[src/rtl/pdm_array_scan_demux.sv]
// PDM microphone array scanner: walks the external column mux, captures one row slice
// per column after a settle time, and publishes the remapped frame with a valid strobe.
module pdm_array_scan_demux #(
    parameter int NUM_ROWS   = 5,
    parameter int NUM_COLS   = 8,
    parameter int SEL_WIDTH  = $clog2(NUM_COLS),
    parameter int STEP_WIDTH = 3,
    parameter int COL_GROUP  = 4
) (
    input  logic                         clk,
    input  logic                         reset,
    input  logic                         enable,
    input  logic                         lr_sel,
    input  logic                         both_edges,
    input  logic                         pulse_lr,
    input  logic                         pdm_clk,
    input  logic [NUM_ROWS-1:0]          pdm_inp,
    input  logic [STEP_WIDTH-1:0]        cnt_step,
    input  logic                         ovr_clr,
    output logic [SEL_WIDTH-1:0]         adapter_sel_ff,
    output logic [NUM_COLS*NUM_ROWS-1:0] adapter_out_ff,
    output logic                         out_valid_ff,
    output logic                         out_side_ff,
    output logic                         overrun_ff
);
    localparam logic [SEL_WIDTH-1:0] LAST_COL = SEL_WIDTH'(NUM_COLS - 1);

    typedef enum logic [1:0] {IDLE, SCAN, DONE} state_t;

    state_t                              state_q, state_d;
    logic [SEL_WIDTH-1:0]                col_cnt_q;
    logic [STEP_WIDTH-1:0]               step_q, step_rld_q;
    logic                                side_q, tl_q, pclk_q;
    logic [NUM_COLS-1:0][NUM_ROWS-1:0]   shadow_q;
    logic [NUM_COLS*NUM_ROWS-1:0]        out_q, remap;
    logic                                valid_q, side_out_q, ovr_q;
    logic                                tl, trig;
    logic                                start, abort, capture, count, publish, ovr_set;

    // Both-edge mode qualifies on the window alone and adds pdm_clk toggles as events.
    assign tl   = pulse_lr & (both_edges | (lr_sel ? pdm_clk : ~pdm_clk));
    assign trig = enable & ((tl & ~tl_q) | (both_edges & pulse_lr & (pdm_clk ^ pclk_q)));

    always_ff @(posedge clk or posedge reset) begin
        if (reset) state_q <= IDLE;
        else       state_q <= state_d;
    end

    always_comb begin
        state_d = state_q;
        if (!enable) begin
            state_d = IDLE;
        end else if (trig) begin
            state_d = SCAN;
        end else begin
            case (state_q)
                SCAN:    if (step_q == '0 && col_cnt_q == '0) state_d = DONE;
                DONE:    state_d = IDLE;
                default: state_d = state_q;
            endcase
        end
    end

    always_comb begin
        start   = trig;
        abort   = !enable && state_q != IDLE;
        capture = enable && !trig && state_q == SCAN && step_q == '0;
        count   = enable && !trig && state_q == SCAN && step_q != '0;
        publish = enable && !trig && state_q == DONE;
        ovr_set = trig && state_q != IDLE;
    end

    // Column c lands at the mirrored position inside its COL_GROUP-wide block.
    for (genvar c = 0; c < NUM_COLS; c++) begin : g_remap
        localparam int M = (c / COL_GROUP) * COL_GROUP + (COL_GROUP - 1 - c % COL_GROUP);
        assign remap[M*NUM_ROWS +: NUM_ROWS] = shadow_q[c];
    end

    always_ff @(posedge clk or posedge reset) begin
        if (reset) begin
            col_cnt_q  <= LAST_COL;
            step_q     <= '0;
            step_rld_q <= '0;
            side_q     <= 1'b0;
            tl_q       <= 1'b0;
            pclk_q     <= 1'b0;
            shadow_q   <= '0;
            out_q      <= '0;
            valid_q    <= 1'b0;
            side_out_q <= 1'b0;
            ovr_q      <= 1'b0;
        end else begin
            tl_q    <= tl;
            pclk_q  <= pdm_clk;
            valid_q <= publish;
            if (start) begin
                col_cnt_q  <= LAST_COL;
                step_q     <= cnt_step;
                step_rld_q <= cnt_step;
                side_q     <= pdm_clk;
            end else if (abort || publish) begin
                col_cnt_q <= LAST_COL;
            end else if (capture) begin
                shadow_q[col_cnt_q] <= pdm_inp;
                step_q              <= step_rld_q;
                if (col_cnt_q != '0) col_cnt_q <= col_cnt_q - 1'b1;
            end else if (count) begin
                step_q <= step_q - 1'b1;
            end
            if (publish) begin
                out_q      <= remap;
                side_out_q <= side_q;
            end
            if (ovr_set)      ovr_q <= 1'b1;
            else if (ovr_clr) ovr_q <= 1'b0;
        end
    end

    assign adapter_sel_ff = col_cnt_q;
    assign adapter_out_ff = out_q;
    assign out_valid_ff   = valid_q;
    assign out_side_ff    = side_out_q;
    assign overrun_ff     = ovr_q;
endmodule
[config.mk]
export PLATFORM = sky130hd
export DESIGN_NAME = pdm_array_scan_demux
export DESIGN_NICKNAME = d
export VERILOG_FILES = /design/src/rtl/pdm_array_scan_demux.sv
export SDC_FILE = /design/constraint.sdc
export NUM_CORES = 1
export LEC_CHECK = 0
export CAP_MARGIN = 20
export CORE_MARGIN = 2
export CORE_UTILIZATION = 52
export CTS_CLUSTER_SIZE = 20
export DETAILED_ROUTE_END_ITERATION = 6
export PLACE_DENSITY = 0.81
export SYNTH_ARGS = -nofsm -noshare
export SYNTH_HDL_FRONTEND = slang
export SYNTH_SLANG_ARGS = --single-unit
[constraint.sdc]
create_clock -name clk -period 5.9 [get_ports clk]
set_input_delay 1.77 -clock clk [delete_from_list [all_inputs] [get_ports clk]]
set_output_delay 1.77 -clock clk [all_outputs]
set_load 0.01 [all_outputs]
Word-level counts from Yosys, hierarchy flattened. Cells that the tools add are included. W data, S select, Z words.

Memory bits (read-only): 0. Output and inout bits: 46. Memories kept: 0. Latch bits: 0. Register bits after elaboration: 97. Logic and storage cells: 83. RAM bits: 0.

Reductions and logical operators: 25. Div/mod/pow operators: 0. Multiplexer cells: 18. Order comparisons: 2. Shifts and indexed selects: 0. Equal/unequal tests: 5. $mul: 0. Add/sub/neg operators: 2. Bitwise operators: 12.

Operator list (count): $bwmux W40 (1); $mux W3 (8); $demux W5 S3 (1); $reduce_bool A3 Y1 (5); $logic_and A1 B1 Y1 (9); $logic_not A3 Y1 (2); $mux W2 (3); $reduce_and A2 Y1 (3); $sub A3 B1 Y3 const B (2); $and A1 B1 Y1 (5); $mux W5 (1); $lt A3 B4 Y1 const B (1); $ne A4 B1 Y1 const B (1); $ne A4 B4 Y1 const B (1); $not A1 Y1 (4); $pmux W2 S2 (1); $reduce_bool A2 Y1 (2); $ge A3 B1 Y1 const B (1); $mux W1 (3); $reduce_and A3 Y1 (1); $eq A2 B1 Y1 const B (1); $eq A2 B2 Y1 const B (1); $logic_not A1 Y1 (2); $ne A2 B2 Y1 const B (1); 3 further kinds (4).

Longest topological paths before layout. Gate-level depths: netlist of run 1.

Depth in word-level cells: 15. Gate-level depth with buffers: 7. Mapped depth without buffers: 7.

Least setup slack after synthesis of run 1. OpenSTA, ideal clock, no wires.

Path type: input -> register. Start: in both_edges. End: reg shadow_q (netlist bit remap[20]). Arrival: 3078 ps. Library setup time: 125 ps. Slack: 2697 ps. Path buffers: 0. Cell stages on the path: 4. Path through: a21boi_2 -> o31a_4 -> nor4b_4 -> mux2_2.

Cells in the longest elaborated chain, start to end: 11. Elaborated cells on any way between the ends: 16. Classes of those cells: bitwise: 9; reduce/logical: 7.

RTL lines: from (decl) (RTL line 14) `input logic both_edges,`; $or A1 B1 Y1 (RTL line 41) `assign tl = pulse_lr & (both_edges | (lr_sel ? pdm_clk : ~pdm_clk));`; $and A1 B1 Y1 (RTL line 41); $and A1 B1 Y1 (RTL line 42) `assign trig = enable & ((tl & ~tl_q) | (both_edges & pulse_lr & (pdm_clk ^ pclk_q)));`; $or A1 B1 Y1 (*) (RTL line 42); $and A1 B1 Y1 (*) (RTL line 42); $logic_not A1 Y1 (RTL line 67, 69); $logic_and A1 B1 Y1 (RTL line 67, 69); $logic_and A1 B1 Y1 (RTL line 69) `publish = enable && !trig && state_q == DONE;`; $logic_or A1 B1 Y1 (RTL line 101) `end else if (abort || publish) begin`; $not A1 Y1 (no line); $reduce_and A3 Y1 (no line) (*); to (signal, indexed assignment) (RTL line 104) `shadow_q[col_cnt_q] <= pdm_inp;`; to (decl) (RTL line 34) `logic [NUM_COLS-1:0][NUM_ROWS-1:0] shadow_q;`.

Mark *: on every way between the ends. The rest lies on a longest branch, timed or not. A chain may end at the register's enable or synchronous reset.

Worst setup path in the final report of run 1.
Start: in pdm_clk. End: reg out_q[16] (netlist: adapter_out_ff[16]).

Cells in the longest elaborated chain, start to end: 10. Elaborated cells on any way between the ends: 12. Classes of those cells: mux: 1; bitwise: 8; reduce/logical: 3.

RTL lines: from (decl) (RTL line 16) `input logic pdm_clk,`; $not A1 Y1 (RTL line 41); $mux W1 (RTL line 41); $or A1 B1 Y1 (RTL line 41); $and A1 B1 Y1 (RTL line 41); $and A1 B1 Y1 (RTL line 42); $or A1 B1 Y1 (*) (RTL line 42); $and A1 B1 Y1 (*) (RTL line 42); $logic_not A1 Y1 (*) (RTL line 69); $logic_and A1 B1 Y1 (*) (2 in series) (RTL line 69); to (signal assigned) (RTL line 111) `out_q <= remap;`; to (decl) (RTL line 35) `logic [NUM_COLS*NUM_ROWS-1:0] out_q, remap;`.

Marks and branches as above.

==> reports/metrics.cfg, run 1 <==
[detailed_routing]
drtIter0Drc = 58
vias_per_cell = 5.31
drt_wl_total_um = 7480
dr_total_vias = 2383
drc = 0
drtAntennaViolNets = 0
dr.pass1.iters = 4
routedWlPerCell_um = 16.7

[floorplan]
core_area_um2 = 7690
start_util_pct = 53.5
rows = 32
die_h_um = 92.9
ios = 62
die_x_um = 92.9
die-area_um2 = 8640

[synth]
synth-seq-area-share_pct = 59.1
syn-instance-count = 274
synth_top_area_share_pct = 57.2
synth.yosys.warnings = 0
synth_edf_count = 0
synth_nets = 297
async_flop_share_pct = 100
ys_seq_elements = 97
synth_commonest_cells = dfrtp_1 (94), mux2_2 (81), inv_1 (11), ha_1 (7)
netlist_area_um2 = 4110
syn_avg_cell_area_um2 = 15.0
synth.distinct_cells = 45
synth.area.top_cells = dfrtp_1 (57%), mux2_2 (22%), ha_1 (2.1%)
yosysMostFrequentCell = dfrtp_1
synth_top_area_cell = dfrtp_1
yosys_most_used_dff = dfrtp_1

[pwr]
power_frac_comb_pct = 18.3
power_density_nw_per_um2 = 289
vdd_ir_drop_max_uv = 233
swShare_pct = 27.1
internal_power_uw = 1060
p_switching_uw = 394
clockPowerShare_pct = 28.8
sequentialPowerShare_pct = 52.9
leakage_uw = 0.00241

[clock_network]
ctsHoldBuffers = 0
root_buffer = clkbuf_8
worstSkewPairLatency_ns = 0.36
cts_tree = yes
clk_pin_slew_worst_paths_ns = 0.10
postCtsSetupRepairBufs = 0
clock_path_buffers = 2
cts_made_buffers = 9
postCtsResizedCells = 0
h-tree-depth = 3
clock_sinks = 97

[critical_path]
critPathKind = in2reg
worstSetupEndpointType = flip-flop
cp-startpoint = pdm_clk
crit_required_ns = 6.15
timing.rr.start = pclk_q
r2r_slack_ns = 3.34
reg2reg_to = adapter_out_ff[16]
arrival_ns = 4.40
cp_max_fo = 32
endpoint = adapter_out_ff[16]
cp-start-kind = input pin
r2r_cells = 6

[sta]
tns_ns = 0
relSlewSlack_pct = 50.3
hold_viol = 0
worst_clock_skew_ns = 0.0122
max_freq_mhz = 241
rsz0062_at_grt = false
slew_violations = 0
period_share_pct = 70.3
worstMarginPinSlew_ns = 0.745
period_needed_ns = 4.15
setup_viol = 0

[layout]
antenna_cells = 0
syn_to_final_growth_pct = 22.4
drive_gt1_share_pct = 34.9
ff_latch_area_um2 = 2430
n_fill_cell = 563
multiInputGateArea_um2 = 1600
stdcell_area_um2 = 5030
layout.nets = 365

[placed_design]
place.gp.congestion = 0.841
dp_hpwl_um = 5230
placed_area_um2 = 4840
portBuffers = 61

[run]
cap_violations = 0

[hold_path]
hold_path_depth = 1
hold_class = reg2reg

[global_route]
grt_start_max_net_pins = 37
first_global_vias = 2373
gr-total-overflow = 0
antenna_found_initial = 0
grt.total_usage_pct = 18.2
grt_first_pass_wirelength_um = 12100

[status]
status = completed

-- flip-flops by register name, summed over array words and instances, names as in the netlist, 2 cells and up --
name,count
adapter_out_ff,40
adapter_sel_ff,3
remap,40
state_q,2
step_q,3
step_rld_q,3
-- critical path, stage by stage --
cell	delay, ns
clkdlybuf4s50_1	0.57
or2b_2	0.15
a21boi_2	0.07
o31ai_4	0.68
nand3_2	0.39
buf_4	0.39
mux2_1	0.36
-- metal layers --
metal | global-route usage (%) | wire (um)
met2 | 28.3 | 3680
met4 | 6.99 | 127
met1 | 26.1 | 3470
met3 | 2.69 | 200
met5 | 0 | 0
-- per-stage QoR --
stage	cells	setup WS, ns	total power [uW]	hold WS, ns	util (%)
global route	449	1.58	1520	0.523	65.5
global placement	433	1.46	1040	0.460	63.0
detailed placement	433	1.37	1050	0.471	63.0
floorplan	274	1.60	921	0.452	-
finish	449	1.75	1450	0.493	65.5
CTS	449	1.76	1470	0.499	65.5
-- cells in the final DEF (no fill, tap or decap), drive strengths merged, types with 2 or more instances in the layout --
cell           synthesis  final
nor2b                  3      3
mux2i                  4      4
nand2b                 4      4
ha                     7      7
mux2                  87     87
dfrtp                 94     94
nand4                  5      5
nand2                  4      4
clkdlybuf4s50          0     61
and4                   3      3
nor2                   2      2
nor3                   2      2
nor4b                  2      2
buf                    7      4
inv                   11     15
dfstp                  3      3
nor4                   2      2
o22ai                  2      2
nand3                  5      5
clkbuf                 1     10
a21boi                 2      2
o21ai                  4      4
or2b                   3      3
-- cell families after synthesis --
kind of cell,synth area share [%]
AO/OA/AOI/OAI,4.01
flip-flops,59.1
AND/OR/NAND/NOR,7.70
multiplexers,24.9
adder cells (fa/ha/maj),2.13
buffers and inverters,1.98
XOR/XNOR,0.213
-- worst min-delay path by stage --
stage | endpoint | start | slack (ns)
3_3_place_gp | adapter_out_ff[36] | remap[36] | 0.46
6_report | adapter_out_ff[36] | remap[36] | 0.49
5_1_grt | adapter_out_ff[35] | remap[35] | 0.52
2_1_floorplan | adapter_out_ff[16] | remap[16] | 0.45
4_1_cts | adapter_out_ff[35] | remap[35] | 0.50
3_5_place_dp | adapter_out_ff[31] | remap[31] | 0.47
-- power by group through the flow --
stage | logic, uW | clock network [uW] | registers (uW)
after floorplan | 128 | 0 | 793
after global placement | 262 | 0 | 780
after detailed placement | 267 | 0 | 781
after CTS | 270 | 429 | 769
after global routing | 288 | 456 | 777
final | 265 | 419 | 769
-- final cells by class --
cell class	count	share of cell area, %
Sequential cell	97	48.3
Clock buffer	10	2.73
Multi-Input combinational cell	158	31.8
Tap cell	102	2.53
Clock inverter	6	1.07
Timing Repair Buffer	65	12.7
Inverter	11	0.845
Power figures use the tool's default switching activity.
==> run 2, diff against run 1 <==
clock period = 3.9 ns   (was 5.9 ns; I/O delays follow)
==> run 2 against run 1 <==
Net effect:
- worst hold slack improved by 0.0015 ns
- setup slack got worse by 0.98 ns
- critical path depth fell by 1
- final cell count did not move
- core utilization rose by 0.47 points
- non-clock buffer count did not move
- final area rose by 0.72%
- sequential share of layout area fell by 0.35 points
- count of clock-buffer cells in the layout rose by 1
==> reports/metrics.cfg, run 2 (synthesis gave the netlist of run 1 again) <==
[placed_design]
dp_hpwl_um = 5230  ; about the same
place.gp.congestion = 0.797  ; -5.3%
portBuffers = 61  ; unchanged
placed_area_um2 = 4870  ; +0.52%

[clock_network]
ctsHoldBuffers = 0  ; unchanged
clk_pin_slew_worst_paths_ns = 0.09  ; about the same
worstSkewPairLatency_ns = 0.35  ; about the same
cts_tree = yes
postCtsSetupRepairBufs = 0  ; unchanged
clock_sinks = 97  ; unchanged
root_buffer = clkbuf_8
cts_made_buffers = 9  ; unchanged
h-tree-depth = 3  ; unchanged
clock_path_buffers = 2  ; unchanged
postCtsResizedCells = 0  ; unchanged

[critical_path]
arrival_ns = 3.37  ; -1.03 ns
r2r_slack_ns = 1.59  ; -1.75 ns
crit_cells = 6  ; -1
timing.rr.start = state_q[0]
cp_slowest_cell = o31ai_4
crit_required_ns = 4.14  ; -2.01 ns
r2r_cells = 7  ; +1
worstSetupEndpointType = flip-flop
cp-startpoint = pdm_clk
cp-start-kind = input pin
cp_max_fo = 11  ; -66%
slowest_delay_ns = 0.62  ; -0.06 ns
cp_cell_sequence = clkdlybuf4s50_1 -> or2b_2 -> a21boi_2 -> o31ai_4 -> and4_1 -> mux2_2
endpoint = remap[4]
reg2reg_to = remap[22]
path_buf_inv = 1  ; -1
critPathKind = in2reg
cp_top_family = compound AO/OA/AOI/OAI gates

[detailed_routing]
drc = 0  ; unchanged
drtIter0Drc = 124  ; +110%
routedWlPerCell_um = 17.0  ; +1.8%
vias_per_cell = 5.40  ; +1.7%
dr_total_vias = 2424  ; +1.7%
drt_wl_total_um = 7610  ; +1.8%
drtAntennaViolNets = 0  ; unchanged
dr.pass1.iters = 4  ; unchanged

[sta]
period_needed_ns = 3.13
worst_clock_skew_ns = 0.00902  ; -0.00317 ns
worstMarginPinSlew_ns = 0.656  ; -0.0889 ns
hold_viol = 0  ; unchanged
setup_viol = 0  ; unchanged
max_freq_mhz = 320
tns_ns = 0  ; unchanged
slew_violations = 0  ; unchanged
rsz0062_at_grt = false
period_share_pct = 80.2
relSlewSlack_pct = 56.2  ; +5.9 points

[global_route]
grt_first_pass_wirelength_um = 12400  ; +2.6%
gr-total-overflow = 0  ; unchanged
first_global_vias = 2460  ; +3.7%
grt_start_max_net_pins = 65  ; +76%
grt.total_usage_pct = 18.5  ; +0.29 points
antenna_found_initial = 0  ; unchanged

[hold_path]
hold_start = remap[36]
hold_class = reg2reg

[run]
cap_violations = 0  ; unchanged

[pwr]
power_density_nw_per_um2 = 441  ; +53%
vdd_ir_drop_max_uv = 295  ; +27%
leakage_uw = 0.00243  ; +0.78%

[layout]
syn_to_final_growth_pct = 23.3
drive_gt1_share_pct = 34.6  ; -0.29 points
antenna_cells = 0  ; unchanged
final_cell_mix = dfrtp_1 (94), mux2_2 (81), clkdlybuf4s50_1 (61)
final_common_cell = dfrtp_1
layout.nets = 365  ; unchanged
stdcell_area_um2 = 5070  ; +0.72%

[floorplan]
rows = 32  ; unchanged
die_h_um = 92.9  ; unchanged
ios = 62  ; unchanged
die_x_um = 92.9  ; unchanged
start_util_pct = 53.5  ; unchanged
die-area_um2 = 8640  ; unchanged
core_area_um2 = 7690  ; unchanged

[status]
status = completed

==> run 2: how the worst min path moves through the flow <==
stage / end / cells after the start
after global routing: adapter_out_ff[16] / 1
after global placement: adapter_out_ff[36] / 1
final: adapter_out_ff[36] / 1
after floorplan: adapter_out_ff[16] / 1
after detailed placement: adapter_out_ff[36] / 1
after CTS: adapter_out_ff[36] / 1
==> run 2: report_power, final <==
group          switching [uW]  internal (uW)
clock network             345            319
registers                56.3           1110
logic                     173            235
total                     574           1660
==> run 2: worst register-to-register path: cells and delay by family, from the launching register on <==
kind / cells / cell delay, ns
adders and majority gates: 1 / 0.26
buffers and inverters: 1 / 0.07
DFF: 1 / 0.38
muxes: 1 / 0.39
and+or+nand+nor: 4 / 1.10
==> run 2: per-stage QoR <==
stage / worst slack [ns] / instances / power, uW / hold slack [ns] / utilization [%]
floorplan: 0.201 / 274 / 1390 / 0.452 / -
global placement: 0.487 / 433 / 1580 / 0.461 / 63.3
detailed placement: 0.403 / 433 / 1590 / 0.474 / 63.3
CTS: 0.783 / 449 / 2260 / 0.496 / 66.0
global route: 0.648 / 449 / 2340 / 0.506 / 66.0
finish: 0.771 / 449 / 2240 / 0.494 / 66.0
==> run 2: layout make-up <==
cell class	count	area, um^2
fill	589	2620
inverter	11	42.5
multi-input combinational	158	1600
timing repair buffer	65	666
clock buffer	11	141
clock inverter	5	61.3
sequential	97	2430
tap	102	128
==> run 2: routing by layer <==
layer	GRT usage (%)	wire length [um]
met5	0	0
met4	5.88	89
met3	2.93	225
met2	30.9	3900
met1	25.1	3400
==> RTL edit, RTL diff (config.mk and constraints of run 2) <==
Reset style: synchronous (`reset`), changed in 2 clocked blocks.
--- a/src/rtl/pdm_array_scan_demux.sv
+++ b/src/rtl/pdm_array_scan_demux.sv
@@ -42,5 +42,5 @@
     assign trig = enable & ((tl & ~tl_q) | (both_edges & pulse_lr & (pdm_clk ^ pclk_q)));
 
-    always_ff @(posedge clk or posedge reset) begin
+    always_ff @(posedge clk) begin
         if (reset) state_q <= IDLE;
         else       state_q <= state_d;
@@ -77,5 +77,5 @@
     end
 
-    always_ff @(posedge clk or posedge reset) begin
+    always_ff @(posedge clk) begin
         if (reset) begin
             col_cnt_q  <= LAST_COL;
Function: differs if reset is asserted again (counterexample within 4 cycles, from zero or initial values and one cycle with reset high); with reset held inactive, the same outputs for 10 cycles.
==> RTL edit against run 2 <==
- setup slack got worse by 0.18 ns
- via count rose by 16%
- design area fell by 2.8%
- critical endpoint is now adapter_sel_ff[1]
- clock skew fell by 0.0014 ns
- sequential cell count did not move
- routed wire length rose by 2.8%
- highest routed layer unchanged
- sequential share of layout area fell by 8.6 points
- synthesized area fell by 3.7%
- cell count rose by 21%
Power is not compared: it rests on default switching activity, and its combinational part moved more than twofold at a synthesized area within 25%.
==> RTL edit: results (changes against run 2) <==
{
  "outcome": "completed",
  "firstDrtPassIters": {"value": 6, "change": "+2"},
  "post_cts_buffers": {"value": 0, "change": "unchanged"},
  "drt-initial-drc-count": {"value": 112, "change": "-9.7%"},
  "replace_congestion": {"value": 0.840, "change": "+5.4%"},
  "reg2reg_slack": {"value": 1.50, "unit": "ns", "change": "-0.09 ns"},
  "seq_total_area_yosys": {"value": 0.490, "change": "-0.101"},
  "ratio_of_cells_with_drive_above_1_in_the_final_layout": {"value": 0.0833, "change": "-0.262"},
  "skew": {"value": 0.00766, "unit": "ns", "change": "-0.00135 ns"},
  "post_synth_num_cell_types": {"value": 40, "change": "-11%"},
  "gr-usage-all-layers": {"value": 0.197, "change": "+0.0117"},
  "synth_commonest_cells": "dfxtp_1 (97), mux2i_1 (84), nor2_1 (81)",
  "source_of_the_worst_register_to_register_timing_path": "step_q[0]",
  "cts.repair.resized": {"value": 0, "change": "unchanged"},
  "global_route_wire_length_before_repair": {"value": 13100, "unit": "um", "change": "+5.6%"},
  "synth.net_count": {"value": 400, "change": "+35%"},
  "grt_max_degree": {"value": 69, "change": "+6.2%"},
  "clockBufferDepth": {"value": 2, "change": "unchanged"},
  "min_delay_path_depth": {"value": 2, "change": "+1"},
  "critical-path-max-stage-delay_ns": 0.63,
  "postSynth.asyncResetShare": {"value": 0, "change": "-1.00"},
  "dpl.hpwl": {"value": 5210, "unit": "um", "change": "-0.41%"},
  "slowest_stage": "a2111o_1",
  "critical-path-top-delay-family": "compound AO/OA/AOI/OAI gates",
  "grt_pass1_vias": {"value": 2736, "change": "+11%"},
  "synthTopCellsByArea": "dfxtp_1 (49%), mux2i_1 (21%), nor2_1 (7.7%), a311oi_4 (4.0%), nand2b_1 (3.0%)",
  "worst_skew_pair.late_latency": {"value": 0.37, "unit": "ns", "change": "+0.02 ns"},
  "critPathLaunch": "both_edges",
  "endpoint": "adapter_sel_ff[1]",
  "placed_cell_area": {"value": 4660, "unit": "um^2", "change": "-4.3%"},
  "nets": {"value": 459, "change": "+26%"},
  "worst_r2r_endpoint": "remap[20]",
  "routed-via-count": {"value": 2804, "change": "+16%"},
  "worstPathArrival": {"value": 3.53, "unit": "ns", "change": "+0.16 ns"},
  "avgRoutedWirePerCell": {"value": 14.4, "unit": "um", "change": "-15%"},
  "worst_slew_margin_rel": {"value": 0.623, "change": "+0.0607"}
}
RTL edit: cell count changes in the layout (fill, tap and decap cells not counted), sizes merged, moves of 7 or more:
cell    delta
mux2i     +80
nand2b    +15
dfrtp     -94
a311oi     +7
mux2      -87
nor2      +79
dfxtp     +97
RTL edit: worst min-delay path by stage:
stage | start | endpoint | slack [ns]
detailed placement | overrun_ff | overrun_ff | 0.47
floorplan | remap[20] | remap[20] | 0.45
global placement | overrun_ff | overrun_ff | 0.46
finish | overrun_ff | overrun_ff | 0.48
global route | remap[39] | remap[39] | 0.50
CTS | overrun_ff | overrun_ff | 0.49
RTL edit: kinds of logic after synthesis:
| kind of cell | synth area share |
|---|---|
| AOI/OAI and AO/OA | 0.0872 |
| xor gates and xnor gates | 0.00442 |
| adders and majority gates | 0.0126 |
| buffers and inverters | 0.0313 |
| DFF | 0.490 |
| muxes | 0.212 |
| and+or+nand+nor | 0.162 |
RTL edit: worst reg2reg max path, cell delays in order (launching register included):
cell	delay, ns
dfxtp_1	0.34
inv_1	0.09
ha_1	0.16
nor2b_1	0.38
nand2_2	0.31
a31oi_2	0.35
nand4_1	0.39
mux2i_1	0.30
RTL edit: per-layer routing:
metal	wire length, um	GRT usage
met1	3800	0.270
met4	147	0.0896
met2	3560	0.302
met5	0	0
met3	324	0.0365
RTL edit: power by group through the flow:
stage               clock (mW)  sequential (mW)  combinational, mW
floorplan                    0             1.03             0.0703
global placement             0             1.03              0.106
detailed placement           0             1.03              0.108
CTS                      0.811             1.00              0.108
global route             0.846             1.01              0.122
finish                   0.797             1.00              0.111
RTL edit: through the flow:
step / setup slack (ns) / total power [mW] / instances
final: 0.593 / 1.91 / 543
after global routing: 0.415 / 1.98 / 543
after CTS: 0.583 / 1.92 / 542
after detailed placement: 0.197 / 1.14 / 526
after global placement: 0.269 / 1.13 / 526
after floorplan: 1.16 / 1.10 / 380
RTL edit: final cells by class:
type,count,area [um^2]
tap,99,124
clock buffer,10,138
timing repair buffer,69,691
fill,547,2400
multi-input combinational,257,1900
inverter,5,18.8
clock inverter,6,114
sequential,97,1940
